### config.mk
export PLATFORM = sky130hd
export DESIGN_NAME = tag_maint_ctl
export DESIGN_NICKNAME = d
export VERILOG_FILES = /design/src/rtl/tag_maint_ctl.sv
export SDC_FILE = /design/constraint.sdc
export NUM_CORES = 1
export LEC_CHECK = 0
export ABC_AREA = 1
export CAP_MARGIN = 25
export CORE_MARGIN = 8
export CORE_UTILIZATION = 25
export CTS_CLUSTER_DIAMETER = 30
export CTS_CLUSTER_SIZE = 20
export DETAILED_ROUTE_END_ITERATION = 7
export HOLD_SLACK_MARGIN = 0.05
export PLACE_DENSITY = 0.61
export SYNTH_ARGS = -nofsm -noshare
export SYNTH_HDL_FRONTEND = slang
export SYNTH_SLANG_ARGS = --single-unit
### constraint.sdc
create_clock -name nGCLK -period 4.64 [get_ports nGCLK]
set_input_delay 0.696 -clock nGCLK [delete_from_list [all_inputs] [get_ports nGCLK]]
set_output_delay 0.696 -clock nGCLK [all_outputs]
set_load 0.005 [all_outputs]
### src/rtl/tag_maint_ctl.sv
// Purpose : tag RAM port arbiter plus maintenance sequencer (invalidate, clean, clean+invalidate sweeps).
// Latency : idle core accesses pass through combinationally; a sweep begins the cycle after the start request.
// Backpr. : the core is stalled for the whole sweep; each write-back holds the sweep until wb_ack is sampled.
//
// Ports:
//   nGCLK, nRESET            clock (all updates on posedge), asynchronous active-low reset
//   start_inv, start_clean   sweep requests, sampled only when idle; both together = clean+invalidate
//   core_rd_sel              core tag read line
//   core_wr_sel/_data/_ena   core tag write line, value and enable
//   tag_rd_data              tag RAM combinational read port
//   tag_rd_sel, tag_wr_*     tag RAM read select and write select/data/enable
//   wb_req, wb_addr, wb_ack  write-back handshake with the bus interface
//   busy, core_stall         sweep in progress (identical)
//   done                     one-cycle pulse in the final cycle of a sweep
module tag_maint_ctl #(
  parameter int NL  = 512,
  parameter int LSS = 9,
  parameter int LSH = LSS + 4,
  parameter int PSL = LSH + 1,
  parameter int TS  = 2 + (32 - PSL)
) (
  input  logic           nGCLK,
  input  logic           nRESET,
  input  logic           start_inv,
  input  logic           start_clean,
  input  logic [LSS-1:0] core_rd_sel,
  input  logic [LSS-1:0] core_wr_sel,
  input  logic [TS-1:0]  core_wr_data,
  input  logic           core_wr_ena,
  input  logic [TS-1:0]  tag_rd_data,
  input  logic           wb_ack,
  output logic [LSS-1:0] tag_rd_sel,
  output logic [LSS-1:0] tag_wr_sel,
  output logic [TS-1:0]  tag_wr_data,
  output logic           tag_wr_ena,
  output logic           wb_req,
  output logic [31:0]    wb_addr,
  output logic           busy,
  output logic           core_stall,
  output logic           done
);

  localparam int             PW       = TS - 2;
  localparam logic [LSS-1:0] LAST_IDX = LSS'(NL - 1);

  typedef struct packed {
    logic          v;
    logic          d;
    logic [PW-1:0] page;
  } tag_t;

  typedef enum logic [2:0] {
    S_IDLE,
    S_INV,
    S_READ,
    S_WB,
    S_WRITE,
    S_DONE
  } state_t;

  state_t         state_q, state_d;
  logic [LSS-1:0] idx_q, idx_d;
  logic           mode_clean_q, mode_clean_d;
  logic           mode_inv_q, mode_inv_d;
  logic [PW-1:0]  page_q, page_d;

  tag_t           rd_tag;
  logic           last_line;
  logic [LSS-1:0] idx_inc;

  assign rd_tag    = tag_t'(tag_rd_data);
  assign last_line = (idx_q == LAST_IDX);
  assign idx_inc   = idx_q + LSS'(1);

  // Only the page of the swept line needs to be kept: it forms the write-back
  // address and the cleaned tag; V/D are consumed in the READ cycle itself.
  assign wb_addr    = {page_q, idx_q, 5'b0};
  assign busy       = (state_q != S_IDLE);
  assign core_stall = busy;

  always_ff @(posedge nGCLK or negedge nRESET) begin
    if (!nRESET) begin
      state_q      <= S_IDLE;
      idx_q        <= '0;
      mode_clean_q <= 1'b0;
      mode_inv_q   <= 1'b0;
      page_q       <= '0;
    end else begin
      state_q      <= state_d;
      idx_q        <= idx_d;
      mode_clean_q <= mode_clean_d;
      mode_inv_q   <= mode_inv_d;
      page_q       <= page_d;
    end
  end

  always_comb begin
    state_d      = state_q;
    idx_d        = idx_q;
    mode_clean_d = mode_clean_q;
    mode_inv_d   = mode_inv_q;
    page_d       = page_q;

    tag_rd_sel   = idx_q;
    tag_wr_sel   = idx_q;
    tag_wr_data  = '0;
    tag_wr_ena   = 1'b0;
    wb_req       = 1'b0;
    done         = 1'b0;

    unique case (state_q)
      S_IDLE: begin
        // Core owns the RAM; a core write coinciding with a start still lands.
        tag_rd_sel  = core_rd_sel;
        tag_wr_sel  = core_wr_sel;
        tag_wr_data = core_wr_data;
        tag_wr_ena  = core_wr_ena;
        if (start_inv || start_clean) begin
          mode_clean_d = start_clean;
          mode_inv_d   = start_inv;
          idx_d        = '0;
          state_d      = start_clean ? S_READ : S_INV;
        end
      end

      S_INV: begin
        // Invalidate-only needs no read: blind-write one line per cycle.
        tag_wr_ena = 1'b1;
        if (last_line) begin
          state_d = S_DONE;
        end else begin
          idx_d = idx_inc;
        end
      end

      S_READ: begin
        page_d = rd_tag.page;
        if (rd_tag.v && rd_tag.d) begin
          state_d = S_WB;
        end else if (mode_inv_q) begin
          state_d = S_WRITE;
        end else if (last_line) begin
          state_d = S_DONE;
        end else begin
          idx_d = idx_inc;
        end
      end

      S_WB: begin
        wb_req = 1'b1;
        if (wb_ack) begin
          state_d = S_WRITE;
        end
      end

      S_WRITE: begin
        tag_wr_ena  = 1'b1;
        // Clean keeps the line valid with D cleared; invalidate zeroes it.
        tag_wr_data = mode_inv_q ? '0 : {1'b1, 1'b0, page_q};
        if (last_line) begin
          state_d = S_DONE;
        end else begin
          idx_d   = idx_inc;
          state_d = S_READ;
        end
      end

      S_DONE: begin
        done    = 1'b1;
        state_d = S_IDLE;
      end

      default: begin
        state_d = S_IDLE;
      end
    endcase
  end

  // The bus side may take several cycles to accept; the address must not move meanwhile.
  a_wb_hold: assert property (@(posedge nGCLK) disable iff (!nRESET)
    (state_q == S_WB && !wb_ack) |=> (wb_req && $stable(wb_addr)));

  a_done_pulse: assert property (@(posedge nGCLK) disable iff (!nRESET)
    done |=> !done);

endmodule

# == Word-level counts from Yosys, hierarchy flattened ==
# Index checks and enable logic that the tools add are counted.
# W data, S select, Z words.
# totals
output_inout_bits,75
in_bits,64
ram_bits,0
word_cells,44
rom_bits,0
reg_bits,31
latch_bits,0
n_memories,0
# op_classes
n_lt_le_gt_ge,0
bitwise,0
reduce_logical,9
eq_ne,10
n_addsub,1
div,0
mux,20
n_mul,0
shifts,0
# ops
operator,count
$mux W9,6
$pmux W20 S2,1
$pmux W9 S3,1
$mux W20,1
$mux W3,6
$pmux W3 S5,1
$add A9 B1 Y9 const B,1
$eq A9 B9 Y1 const B,1
$ne A2 B2 Y1 const B,4
$eq A3 B2 Y1 const B,2
$eq A3 B3 Y1 const B,2
$reduce_bool A3 Y1,2
$reduce_and A2 Y1,2
$reduce_and A4 Y1,1
$eq A3 B1 Y1 const B,1
$logic_not A3 Y1,1
$mux W1,2
$mux W2,1
$pmux W1 S2,1
$reduce_or A2 Y1,1
$logic_and A1 B1 Y1,1
$logic_or A1 B1 Y1,1

# == Longest topological paths before layout ==
# Gate-level depths: netlist (run 1).
# depth
ltp_word,5
ltp_mapped,12
ltp_nobuf,12

# == Worst setup path after synthesis (run 1) ==
# No wires, ideal clock.
# synth_timing
path_kind,register to output
start,register mode_inv_q
end,output port tag_wr_data[0]
t_required_ns,3.944
t_arrival_ns,1.110
path_stages_with_launch,6
n_path_buf,2
setup_slack_ns,2.834
path_cell_list,dfrtp_1 inv_1 buf_2 clkbuf_1 nand2_1 o21ai_1
# synth_between
elab_chain_len,2
# synth_rtl
element,line_no,rtl
start: declaration,64,"logic mode_inv_q, mode_inv_d;"
start signal: assignment,92,mode_inv_q <= mode_inv_d;
$mux W20,159,"tag_wr_data = mode_inv_q ? '0 : {1'b1, 1'b0, page_q};"
$pmux W20 S2,111,unique case (state_q)
end: declaration,34,"output logic [TS-1:0] tag_wr_data,"
# No other way between the ends.

# == Final worst setup path (run 1) ==
# layout_timing
start,register state_q[1]
end,output port tag_wr_data[19]
# layout_between
elab_chain_len,2
word_cells_on_any_way,3
cone_classes,eq/ne: 1; mux: 1; reduce/logical: 1
# layout_rtl
element,line_no,rtl
start: declaration,61,"state_t state_q, state_d;"
start signal: assignment,89,state_q <= state_d;
$eq A3 B3 Y1 / $logic_not A3 Y1 (equally long branches),111,
$pmux W20 S2 (*),111,
# Mark *: on every way between the ends. The rest lies on a longest branch, timed or not.

==> flow_metrics.tcl, run 1 <==
set metrics [dict create \
    grt_max_degree 41 \
    fin_crit_ns 3.49 \
    post_dp_cell_area_um2 3560 \
    cts_tree "yes" \
    syn_avg_cell_area_um2 6.35 \
    yosysSeqAreaShare 0.350 \
    clkLatencyLatePin_ns 0.29 \
    status "finished clean" \
    cp_max_fo 40 \
    areaGrowthSynthToFinish_pct 64.9 \
    drcViolationCount 0 \
    slowest_delay_ns 0.68 \
    cp-start-kind "flip-flop" \
    drt_pass1_iterations 4 \
    grt_pass1_vias 2648 \
    ys_warn_count 0 \
    setup.worst_path.end_class "output pin" \
    synthCells 349 \
    tns_ns 0 \
    cts_hold_buf 0 \
    r2r_cells 7 \
    r2r_end "state_q[0]$_DFFE_PN0P_" \
    clock-sinks 31 \
    hold_path_depth 2 \
    slew_headroom 0.522 \
    via_per_inst 4.48 \
    setup_viol 0 \
    cp_slowest_cell "inv_2" \
    reg2reg_from "state_q[1]$_DFFE_PN0P_" \
    die_h_um 110 \
    io_pins 139 \
    cts-resized-gates 0 \
    coreArea_um2 8680 \
    drt-total-wl_um 8250 \
    start_util 0.255 \
    grt_util_all_layers 0.134 \
    final_common_cell "nand2_1" \
    cts_buffers 5 \
    cp_data_required_time_ns 3.94 \
    clockRootBuffer "clkbuf_8" \
    slew_viol_final 0 \
    ant_nets 0 \
    diodes 0 \
    power_density_nw_per_um2 581 \
    routedWlPerCell_um 14.2 \
    row_count 34 \
    maxCapViolCount 0 \
    worstPathArrival_ns 2.80 \
    skew_ns 0.00953 \
    drive_gt1_frac 0.0464 \
    worstMarginPinSlew_ns 0.717 \
    htreeDepth 2 \
    num-nets-final 540 \
    crit_path_frequent_cell "nand2_1" \
    grt_overflow 0 \
    cts.reportedPaths.clkPinSlew_ns 0.07 \
    synth_top_area_frac 0.350 \
    path_cells "nor2_8 > nand2_1 > inv_2 > nand2_1 > o21ai_1 > clkdlybuf4s50_1" \
    fin_area_um2 3650 \
    vdd_ir_drop_max_mv 0.243 \
    final_util 0.421 \
    synth_edf_count 0 \
    min_from "page_q[4]$_DFFE_PN0P_" \
    syn_area_um2 2210 \
    ys_top_cells_by_area "dfrtp_1 (35%), nand2_1 (32%), o21ai_1 (4.7%)" \
    die_area_um2 12100 \
    async_flop_share 1.00 \
    first_iter_violations 136 \
    fmaxAchievable_ghz 0.286 \
    gp_congestion 0.866 \
    port-buffer-count 133 \
    r2r_setup_slack_ns 2.50 \
    hold_viol_final 0 \
    synth-seq-cells 31 \
    crit_type "reg -> out" \
    final_cell_mix "nand2_1 (191), clkdlybuf4s50_1 (133), dfrtp_1 (31), o21ai_1 (21), inv_1 (20)" \
    min_to "page_q[4]$_DFFE_PN0P_" \
    critPathBufInv 2 \
    total_power_mw 2.12 \
    period_share 0.753 \
    antenna_found_initial 0 \
    ys_types 30 \
    critical_path.top_delay_family "buffers and inverters" \
    yosys.area.top_type "dfrtp_1" \
    vias 2607 \
    rsz0062_at_grt "false" \
    cts_buffer_depth 2 \
    cts_setup_buffers 0 \
    grt_pass1_wl_um 12800 \
    ys.flop_type "dfrtp_1" \
    dieWidth_um 110 \
    hp-class "reg -> reg" \
    leakage_nw 1.76 \
    fillers 899 \
    post-dp-hpwl_um 6270 \
]
[Yosys cell counts (3+ instances only)]
cell / count
nand3_1: 13
nor2_1: 19
nand2_1: 191
buf_2: 7
o21ai_1: 21
buf_4: 8
ha_1: 3
nor3_1: 3
buf_6: 3
inv_1: 20
dfrtp_1: 31
inv_2: 4
clkbuf_1: 3
[final cells by class]
cell class | count | area, um2 | share of cell area
timing repair buffer | 134 | 1340 | 0.367
multi-input combinational | 276 | 1220 | 0.334
sequential | 31 | 776 | 0.212
tap | 108 | 135 | 0.0370
inverter | 25 | 93.8 | 0.0257
clock buffer | 5 | 68.8 | 0.0188
clock inverter | 3 | 20.0 | 0.00548
[worst reg2reg max path, cell delays in order (launching register included)]
cell and delay (ns):
dfrtp_1 0.51, nor2_8 0.18, nand2_1 0.35, inv_2 0.69, nand2_1 0.12, nand4_1 0.12, nand2_1 0.06, nand2_1 0.05
[flip-flops by register name, indices dropped and copies added, names as in the netlist]
signal and cells:
state_q 3, mode_inv_q 1, page_q 18, idx_q 9
[how the worst max path moves through the flow]
stage	from	endpoint	cells past startpoint
floorplan	mode_inv_q$_DFFE_PN0P_	tag_wr_data[0]	5
global placement	state_q[1]$_DFFE_PN0P_	tag_wr_data[19]	6
detailed placement	state_q[1]$_DFFE_PN0P_	tag_wr_data[19]	6
CTS	state_q[1]$_DFFE_PN0P_	tag_wr_data[19]	6
global route	state_q[0]$_DFFE_PN0P_	tag_wr_data[13]	6
finish	state_q[1]$_DFFE_PN0P_	tag_wr_data[19]	6
[layer usage]
layer  wire length [um]  vias up  part of all wire  track usage
met3               1350       10              0.16       0.0808
met1               3270     1151              0.40        0.145
met5                  0        -                 0            0
met2               3560      137              0.43        0.219
met4                 65        0            0.0079       0.0304
li1                   -     1309                 -            -
[cells by family (layout without fill, tap and decap cells)]
logic type,after synthesis,after routing,synth area share
XOR/XNOR,1,1,0.00396
buffers and inverters,46,167,0.106
adder cells (fa/ha/maj),3,3,0.0170
flip-flops,31,31,0.350
AND/OR/NAND/NOR,238,238,0.450
AO/OA/AOI/OAI,29,29,0.0712
other,1,5,0.00169
[where the power goes]
part	internal, mW	total, mW	switching, mW	leakage, nW
clock	0.104	0.219	0.115	0.0402
sequential	0.375	0.498	0.123	0.396
combinational	0.693	1.41	0.713	1.33
total	1.17	2.12	0.951	1.76
[metrics by stage]
stage / hold WS, ns / instances / setup slack, ns
floorplan: 0.400 / 353 / 2.83
global placement: 0.495 / 574 / 1.57
detailed placement: 0.487 / 574 / 1.45
CTS: 0.506 / 582 / 1.12
global route: 0.543 / 582 / 0.844
finish: 0.512 / 582 / 1.15
Note: power is estimated with default switching activity, not from simulation.
==> inputs of run 2 (changes only) <==
--- a/config.mk
+++ b/config.mk
@@ -13,7 +13,7 @@
 export CTS_CLUSTER_SIZE = 20
 export DETAILED_ROUTE_END_ITERATION = 7
 export HOLD_SLACK_MARGIN = 0.05
-export PLACE_DENSITY = 0.61
+export PLACE_DENSITY = 0.64
 export SYNTH_ARGS = -nofsm -noshare
 export SYNTH_HDL_FRONTEND = slang
 export SYNTH_SLANG_ARGS = --single-unit
==> constraint.sdc (replaced) <==
create_clock -name nGCLK -period 2.92 [get_ports nGCLK]
set_input_delay 0.438 -clock nGCLK [delete_from_list [all_inputs] [get_ports nGCLK]]
set_output_delay 0.438 -clock nGCLK [all_outputs]
set_load 0.005 [all_outputs]
==> flow_metrics.tcl, run 2 (synthesized netlist as in run 1, its figures left out) <==
set metrics [dict create \
    path_cells "nor2_8 > nand2_1 > inv_2 > buf_12 > nand2_1 > o21ai_1 > clkdlybuf4s50_1" \
    worstMarginPinSlew_ns 0.739 \
    io_pins 139 \
    cts_buffer_depth 2 \
    ant_nets 0 \
    port-buffer-count 133 \
    status "finished clean" \
    hp-class "in -> async" \
    reg2reg_from "idx_q[1]$_DFFE_PN0P_" \
    vdd_ir_drop_max_mv 0.348 \
    hold_viol_final 0 \
    setup.worst_path.end_class "output pin" \
    dp_slack_ns 0.527 \
    hold_slack_ns 0.216 \
    antenna_found_initial 0 \
    drt-total-wl_um 8010 \
    power_density_nw_per_um2 923 \
    routedWlPerCell_um 13.8 \
    rsz0062_at_grt "false" \
    leakage_nw 1.77 \
    swShare 0.434 \
    worstSetupStartpoint "state_q[1]$_DFFE_PN0P_" \
    clockRootBuffer "clkbuf_8" \
    num-nets-final 542 \
    combinationalPowerShare 0.675 \
    cp_data_required_time_ns 2.48 \
    maxCapViolCount 0 \
    setup_viol 0 \
    first_iter_violations 91 \
    cts-resized-gates 0 \
    p_seq_frac 0.233 \
    clkLatencyLatePin_ns 0.28 \
    vias 2549 \
    start_util 0.255 \
    post-dp-hpwl_um 6250 \
    skew_ns 0.00679 \
    regMostFlops "page_q" \
    largest_register_ffs 18 \
    cts_setup_buffers 0 \
    grt_overflow 0 \
    fin_area_um2 3660 \
    slew_viol_final 0 \
    worstPathArrival_ns 2.23 \
    grt_max_degree 32 \
    coreArea_um2 8680 \
    pwr-share-clk 0.092 \
    via_per_inst 4.38 \
    critPathBufInv 3 \
    grt_util_all_layers 0.131 \
    p_int_mw 1.91 \
    final_common_cell "nand2_1" \
    final_cell_mix "nand2_1 (191), clkdlybuf4s50_1 (132), dfrtp_1 (31), o21ai_1 (21), inv_1 (20)" \
    crit_type "reg -> out" \
    slowest_delay_ns 0.53 \
    period_share 0.915 \
    cp_max_fo 22 \
    worst_slack_ns 0.248 \
    critical_path.top_delay_family "buffers and inverters" \
    row_count 34 \
    cts_tree "yes" \
    slew_headroom 0.508 \
    die_h_um 110 \
    post_dp_cell_area_um2 3590 \
    crit_path_frequent_cell "nand2_1" \
    grt_pass1_wl_um 12700 \
    areaGrowthSynthToFinish_pct 65.2 \
    largestRegisters "page_q (18), idx_q (9), state_q (3)" \
    drive_gt1_frac 0.0464 \
    clock-sinks 31 \
    gp_congestion 0.785 \
    grt_pass1_vias 2538 \
    cp_slowest_cell "clkdlybuf4s50_1" \
    diodes 0 \
    fmaxAchievable_ghz 0.374 \
    drt_pass1_iterations 4 \
    die_area_um2 12100 \
    switchingPower_mw 1.46 \
    dieWidth_um 110 \
    htreeDepth 2 \
    cts_buffers 5 \
    drcViolationCount 0 \
    fin_crit_ns 2.67 \
    cts.reportedPaths.clkPinSlew_ns 0.07 \
    tns_ns 0 \
    cts_hold_buf 0 \
    cp-start-kind "flip-flop" \
]
[run 2: routing by layer]
layer / share of wire / vias to the layer above / GRT usage
met5: 0 / - / 0
met4: 0.0085 / 0 / 0.0314
met3: 0.12 / 7 / 0.0581
met2: 0.46 / 105 / 0.222
met1: 0.41 / 1128 / 0.148
li1: - / 1309 / -
[run 2: area by class of cell]
class	count	area, um2
flip-flops and latches	31	776
repair buffers	136	1360
well taps	108	135
inverters	25	93.8
fillers	903	5020
multi-input cells	276	1220
clock buffers	6	72.6
[run 2: power by group through the flow]
stage / Clock [mW] / Combinational (mW) / Sequential, mW
3_5_place_dp: 0 / 2.33 / 0.786
2_1_floorplan: 0 / 1.20 / 0.735
3_3_place_gp: 0 / 2.31 / 0.784
6_report: 0.309 / 2.28 / 0.787
5_1_grt: 0.345 / 2.54 / 0.814
4_1_cts: 0.328 / 2.34 / 0.787
[run 2: worst paths after layout]
kind | depth (start not counted) | to | slack, ns
worst max-delay path | 7 | tag_wr_data[16] | 0.25
worst min-delay path | 1 | idx_q[2]$_DFFE_PN0P_ | 0.22
worst max register to register | 11 | idx_q[7]$_DFFE_PN0P_ | 0.88
worst min register to register | 2 | page_q[8]$_DFFE_PN0P_ | 0.50
max in group asynchronous | 1 | page_q[7]$_DFFE_PN0P_ | 2.23
min in group nGCLK | 2 | page_q[8]$_DFFE_PN0P_ | 0.50
[run 2: through the flow]
stage          power (mW)   util  instances
5_1_grt              3.70  0.422        582
2_1_floorplan        1.93      -        353
3_5_place_dp         3.12  0.413        576
4_1_cts              3.45  0.422        582
6_report             3.38  0.422        582
3_3_place_gp         3.09  0.413        576
